--- src/rtl/quat_pkg.sv ---
// Shared types and the Hamilton-product step schedule for the sequential quaternion multiplier.
package quat_pkg;

  localparam int QW  = 16;
  localparam int QRW = 2 * QW;

  typedef enum logic [1:0] {
    IDLE = 2'd0,
    MAC  = 2'd1,
    OUT  = 2'd2
  } state_e;

  // sel encoding: a=0, b=1, c=2, d=3; sub=1 subtracts the product
  typedef struct packed {
    logic       sub;
    logic [1:0] sel_x;
    logic [1:0] sel_y;
  } step_t;

  // Steps 4k..4k+3 accumulate result component k (scalar, i, j, k)
  function automatic step_t step_rom(input logic [3:0] s);
    step_t e;
    case (s)
      4'd0:    e = '{1'b0, 2'd0, 2'd0};
      4'd1:    e = '{1'b1, 2'd1, 2'd1};
      4'd2:    e = '{1'b1, 2'd2, 2'd2};
      4'd3:    e = '{1'b1, 2'd3, 2'd3};
      4'd4:    e = '{1'b0, 2'd0, 2'd1};
      4'd5:    e = '{1'b0, 2'd1, 2'd0};
      4'd6:    e = '{1'b0, 2'd2, 2'd3};
      4'd7:    e = '{1'b1, 2'd3, 2'd2};
      4'd8:    e = '{1'b0, 2'd0, 2'd2};
      4'd9:    e = '{1'b1, 2'd1, 2'd3};
      4'd10:   e = '{1'b0, 2'd2, 2'd0};
      4'd11:   e = '{1'b0, 2'd3, 2'd1};
      4'd12:   e = '{1'b0, 2'd0, 2'd3};
      4'd13:   e = '{1'b0, 2'd1, 2'd2};
      4'd14:   e = '{1'b1, 2'd2, 2'd1};
      default: e = '{1'b0, 2'd3, 2'd0};
    endcase
    return e;
  endfunction

endpackage

--- src/rtl/quat_mac.sv ---
// Shared signed W x W multiplier feeding one of four RW+2 accumulators.
// res_o is the post-update value, wrapped to RW bits or clamped when QMUL_SAT_EN is defined.
module quat_mac #(
  parameter int W  = 16,
  parameter int RW = 32
) (
  input  logic                clk_i,
  input  logic                rst_i,
  input  logic                clr_i,
  input  logic                en_i,
  input  logic                sub_i,
  input  logic [1:0]          sel_i,
  input  logic signed [W-1:0] x_i,
  input  logic signed [W-1:0] y_i,
  output logic [3:0][RW-1:0]  res_o
`ifdef QMUL_SAT_EN
  ,
  output logic [3:0]          sat_o
`endif
);

  localparam int AW = RW + 2;

  logic signed [2*W-1:0] x_ext, y_ext, prod;
  logic signed [AW-1:0]  prod_ext;
  logic signed [AW-1:0]  acc_q [4];
  logic signed [AW-1:0]  acc_d [4];

  // Widening before the multiply keeps (-2^(W-1))^2 exact
  assign x_ext    = (2*W)'(x_i);
  assign y_ext    = (2*W)'(y_i);
  assign prod     = x_ext * y_ext;
  assign prod_ext = AW'(prod);

  always_comb begin
    for (int k = 0; k < 4; k++) acc_d[k] = acc_q[k];
    if (en_i) acc_d[sel_i] = sub_i ? acc_q[sel_i] - prod_ext : acc_q[sel_i] + prod_ext;
  end

  always_ff @(posedge clk_i) begin
    if (rst_i || clr_i) begin
      for (int k = 0; k < 4; k++) acc_q[k] <= '0;
    end else begin
      for (int k = 0; k < 4; k++) acc_q[k] <= acc_d[k];
    end
  end

  always_comb begin
    res_o = '0;
`ifdef QMUL_SAT_EN
    sat_o = '0;
    for (int k = 0; k < 4; k++) begin
      // Out of range when the bits above the RW sign bit disagree with the true sign
      if (acc_d[k][AW-1:RW-1] != {(AW-RW+1){acc_d[k][AW-1]}}) begin
        sat_o[k] = 1'b1;
        res_o[k] = acc_d[k][AW-1] ? {1'b1, {(RW-1){1'b0}}} : {1'b0, {(RW-1){1'b1}}};
      end else begin
        res_o[k] = acc_d[k][RW-1:0];
      end
    end
`else
    for (int k = 0; k < 4; k++) res_o[k] = acc_d[k][RW-1:0];
`endif
  end

endmodule

--- src/rtl/quat_mul_seq.sv ---
// Iterative Hamilton product Q1*Q2: one MAC per cycle over 16 steps, valid/ready on both sides.
// Optional QMUL_SAT_EN clamps results to RW bits and adds the sticky sat_flag output.
module quat_mul_seq
  import quat_pkg::*;
#(
  parameter int W  = QW,
  parameter int RW = 2 * W
) (
  input  logic                 clk,
  input  logic                 rst,
  input  logic                 in_valid,
  output logic                 in_ready,
  input  logic signed [W-1:0]  a1,
  input  logic signed [W-1:0]  b1,
  input  logic signed [W-1:0]  c1,
  input  logic signed [W-1:0]  d1,
  input  logic signed [W-1:0]  a2,
  input  logic signed [W-1:0]  b2,
  input  logic signed [W-1:0]  c2,
  input  logic signed [W-1:0]  d2,
  output logic                 out_valid,
  input  logic                 out_ready,
  output logic signed [RW-1:0] r1,
  output logic signed [RW-1:0] r2,
  output logic signed [RW-1:0] r3,
  output logic signed [RW-1:0] r4,
  output logic                 busy
`ifdef QMUL_SAT_EN
  ,
  output logic                 sat_flag
`endif
);

  state_e               state_q, state_d;
  logic [3:0]           step_q;
  logic [3:0][W-1:0]    op1_q, op2_q;
  logic [3:0][RW-1:0]   r_q;
  logic [3:0][RW-1:0]   res;
  logic                 accept;
  step_t                rom;

  assign accept = in_valid & in_ready;
  assign rom    = step_rom(step_q);

  always_ff @(posedge clk) begin
    if (rst) state_q <= IDLE;
    else     state_q <= state_d;
  end

  always_comb begin
    state_d   = state_q;
    in_ready  = 1'b0;
    out_valid = 1'b0;
    busy      = 1'b0;
    case (state_q)
      IDLE: begin
        in_ready = ~rst;
        if (in_valid && !rst) state_d = MAC;
      end
      MAC: begin
        busy = 1'b1;
        if (step_q == 4'd15) state_d = OUT;
      end
      OUT: begin
        out_valid = 1'b1;
        if (out_ready) state_d = IDLE;
      end
      default: state_d = IDLE;
    endcase
  end

  always_ff @(posedge clk) begin
    if (rst) begin
      step_q <= '0;
      op1_q  <= '0;
      op2_q  <= '0;
      r_q    <= '0;
    end else if (accept) begin
      step_q <= '0;
      op1_q  <= {d1, c1, b1, a1};
      op2_q  <= {d2, c2, b2, a2};
    end else if (busy) begin
      step_q <= step_q + 4'd1;
      // The last product lands in the accumulator and the result register on the same edge
      if (step_q == 4'd15) r_q <= res;
    end
  end

`ifdef QMUL_SAT_EN
  logic [3:0] sat_vec;
  logic       sat_q;

  always_ff @(posedge clk) begin
    if (rst || accept)                sat_q <= 1'b0;
    else if (busy && step_q == 4'd15) sat_q <= |sat_vec;
  end

  assign sat_flag = sat_q;
`endif

  quat_mac #(.W(W), .RW(RW)) u_mac (
    .clk_i (clk),
    .rst_i (rst),
    .clr_i (accept),
    .en_i  (busy),
    .sub_i (rom.sub),
    .sel_i (step_q[3:2]),
    .x_i   (op1_q[rom.sel_x]),
    .y_i   (op2_q[rom.sel_y]),
    .res_o (res)
`ifdef QMUL_SAT_EN
    ,
    .sat_o (sat_vec)
`endif
  );

  assign r1 = r_q[0];
  assign r2 = r_q[1];
  assign r3 = r_q[2];
  assign r4 = r_q[3];

endmodule

--- config.mk ---
export PLATFORM = sky130hd
export DESIGN_NAME = quat_mul_seq
export DESIGN_NICKNAME = d
export VERILOG_FILES = /design/src/rtl/quat_pkg.sv /design/src/rtl/quat_mac.sv /design/src/rtl/quat_mul_seq.sv
export SDC_FILE = /design/constraint.sdc
export NUM_CORES = 2
export LEC_CHECK = 0
export BUFFER_PORTS_ARGS = -buffer_cell sky130_fd_sc_hd__buf_2
export CAP_MARGIN = 20
export CORE_AREA = 5 5 185 321
export CTS_BUF_LIST = sky130_fd_sc_hd__clkbuf_2
export CTS_CLUSTER_SIZE = 16
export DETAILED_ROUTE_END_ITERATION = 10
export DIE_AREA = 0 0 190 326
export GPL_TIMING_DRIVEN = 0
export PLACE_DENSITY = 0.77
export SLEW_MARGIN = 20
export SYNTH_ARGS = -nofsm -noshare
export SYNTH_HDL_FRONTEND = slang
export SYNTH_SLANG_ARGS = --single-unit
export TNS_END_PERCENT = 30
--- constraint.sdc ---
create_clock -name clk -period 12.25 [get_ports clk]
set_clock_uncertainty 0.2 [all_clocks]
set_input_delay 3.0625 -clock clk [delete_from_list [all_inputs] [get_ports clk]]
set_output_delay 3.0625 -clock clk [all_outputs]
set_load 0.02 [all_outputs]
==> reports/metrics.csv <==
metric;value;unit
Post-DP HPWL;78300;um
hold buffers post-CTS;0;
FMAX;85.1;MHz
synthesized cell area;28000;um^2
fin crit share;95.9;%
starting DRC count in detailed routing;1737;
overall power;3.82;mW
Worst-path clk slew;0.13;ns
Worst Path Max Fanout;10;
post-synthesis compound-gate area fraction;12.7;%
clk buf depth;3;
Die X;190;um
async set-reset flop share out of synthesis;0;%
Post-Synth Adder-Cell Area;24.0;%
Lkg Pwr;13.3;nW
Area Growth Syn to Fin;11.2;%
EDFF count, synth;0;
# DRC;0;
register area share after synthesis;28.4;%
cts bufs inserted;91;
multiplexer area fraction after synthesis;5.69;%
buffers and inverters on the worst path;8;
CTS resizes;0;
critical path's largest stage delay;0.60;ns
cell family with most CP delay;adder cells;
CP arrival;12.58;ns
HP Class;flop to flop;
die footprint;61900;um^2
cell total after placement;4340;
largest family of logic cells by synthesized area;adder cells;
wire length of the first global-routing pass;147000;um
largest net degree at the start of global routing;15;
setup violators final;0;
Final #Nets;4172;
DRT antenna net count;0;
via count;25600;
Via density;5.68;
startpoint types;flop;
min Tclk post-route;11.75;ns
die height;326;um
Post-Syn Nets;3821;
most frequent cells in the layout;nand2_1, a21oi_1, dfxtp_1;
WP data required;13.08;ns
PortBufs;261;
WL final;96300;um
Hold Violations, Final;0;
Root Driver;clkbuf_2;
Peak supply drop;0.0979;mV
Cell Rows;116;
Worst Setup End Kind;flop;
Final Slew Violations;0;
Top-Level Pins;263;
XOR/XNOR Fraction of Synth Area;2.82;%
Core Area;56700;um^2
grt ovf;0;
overall routing resource usage;30.8;%
Synth Area per Inst;8.45;um^2
setup TNS;0;ns
initial antenna violation count;5;
Max Cap Viol;0;
count of distinct cell types in the synthesized netlist;70;
post-CTS setup buffer count;0;
Post-Syn Instances;3311;
unrepaired setup endpoints after global routing;false;
leading cell type in the layout, fill and taps excluded;nand2_1;
CTS tree;done;
vias in the first global route;26700;
CTS Sinks;397;
status;finished, final reports clean;
wire per inst;21.4;um
H-Tree Depth;3;
relative slew slack;25.2;%
Main synth FF type;dfxtp_1;
Slew @ Worst Pin;1.12;ns
fraction of the mapped netlist area in simple logic gates;19.1;%
CP most frequent cell;fa_1;
Slowest cell on crit path;clkbuf_1;
Core Util, Final;54.8;%
Starting Density;49.3;%
fin cells;4502;
Ys Warns;0;
#FFs+latches synth;397;
gpl congestion;1.01;
PD cells;123;nW/um^2
later-pin clock latency in the skew report;1.27;ns
1st-pass router iterations;6;
critical path class;flop to flop;
layout cells sized above 1;13.6;%
power by group:
part	leakage [nW]	switching, mW	total (mW)	internal (mW)
Sequential	3.21	0.0353	1.37	1.34
Clock	0.587	0.578	0.871	0.292
Combinational	9.54	1.06	1.57	0.509
registers in the layout, summed over array words and instances, names as in the netlist, named ones only:
signal,cells
op1_q,64
op2_q,64
r1,32
r2,32
r3,32
r4,32
rom,5
state_q,2
step_q,4
u_mac.acc_q,128
per-stage QoR:
stage / setup WS (ns) / area (um^2) / hold slack [ns]
6_report: 0.503 / 31100 / 0.171
5_1_grt: 0.132 / 31100 / 0.218
4_1_cts: 0.148 / 31100 / 0.162
3_5_place_dp: 0.293 / 30300 / 0.243
3_3_place_gp: 0.355 / 30200 / 0.239
2_1_floorplan: 2.48 / 28000 / 0.228
worst paths after layout:
kind,from,endpoint,slack [ns],depth (start not counted)
min,u_mac.acc_q[0][31],r1[31],0.17,2
max,rom[3],u_mac.acc_q[3][31],0.50,36
max reg2reg,rom[3],u_mac.acc_q[3][31],0.50,36
min reg2reg,u_mac.acc_q[0][31],r1[31],0.17,2
layer usage:
metal	vias to the layer above	GRT usage, %	part of all wire [%]
met5	-	0	0
met4	0	27.7	11
met3	492	5.54	6.7
met2	1332	54.6	50
met1	12200	29.8	32
li1	11500	-	-
layout make-up:
type | count | area (um^2)
fillers | 5259 | 25700
multi-input cells | 2382 | 18000
flip-flops and latches | 397 | 7950
repair buffers | 262 | 1310
inverters | 328 | 1230
well taps | 767 | 960
plain buffers | 200 | 782
clock buffers | 117 | 586
clock inverters | 41 | 224
diodes | 8 | 20.0
synth_stat cells, types with 3 or more instances:
cell | n | share of area (%)
nand2_1 | 757 | 10
a21oi_1 | 399 | 7.1
dfxtp_1 | 397 | 28
inv_1 | 325 | 4.4
fa_1 | 263 | 19
clkbuf_1 | 178 | 2.4
nor2_1 | 163 | 2.2
and2_1 | 128 | 2.9
ha_1 | 115 | 5.1
xnor2_1 | 64 | 2.0
mux4_2 | 63 | 5.1
o21ai_0 | 49 | 0.88
nand3_1 | 39 | 0.70
a211oi_1 | 34 | 0.91
nor3_1 | 27 | 0.48
xor2_1 | 26 | 0.81
a21o_1 | 24 | 0.64
buf_1 | 19 | 0.26
nand4_1 | 18 | 0.40
and3_1 | 17 | 0.38
o211ai_1 | 16 | 0.43
mux2i_1 | 15 | 0.54
o21a_1 | 14 | 0.38
nor4_1 | 11 | 0.25
o31ai_1 | 10 | 0.27
or2_2 | 10 | 0.22
or3_1 | 10 | 0.22
a31oi_1 | 9 | 0.20
nor2b_1 | 9 | 0.20
nand2b_1 | 8 | 0.18
o21bai_1 | 8 | 0.21
a41oi_1 | 6 | 0.19
o21ai_1 | 6 | 0.11
a2111oi_0 | 5 | 0.16
nor3b_1 | 5 | 0.13
nand3b_1 | 4 | 0.11
o2111ai_1 | 4 | 0.13
o31a_1 | 4 | 0.13
a211oi_2 | 3 | 0.13
buf_2 | 3 | 0.054
nor4_4 | 3 | 0.23
logic make-up after synthesis:
kind of cell	count (synthesis)
and+or+nand+nor	1220
buffers and inverters	532
DFF	397
xor gates and xnor gates	90
muxes	80
adders and majority gates	378
AOI/OAI and AO/OA	614
worst register-to-register path: cells and delay by family (launching register included):
kind                       cells  cell delay, ns
xor gates and xnor gates       2            0.74
AOI/OAI and AO/OA              9            2.20
buffers and inverters          8            2.15
adders and majority gates      8            3.61
muxes                          2            0.80
DFF                            1            0.32
and+or+nand+nor                7            1.57
No activity file was read; power rests on OpenSTA's default activity.
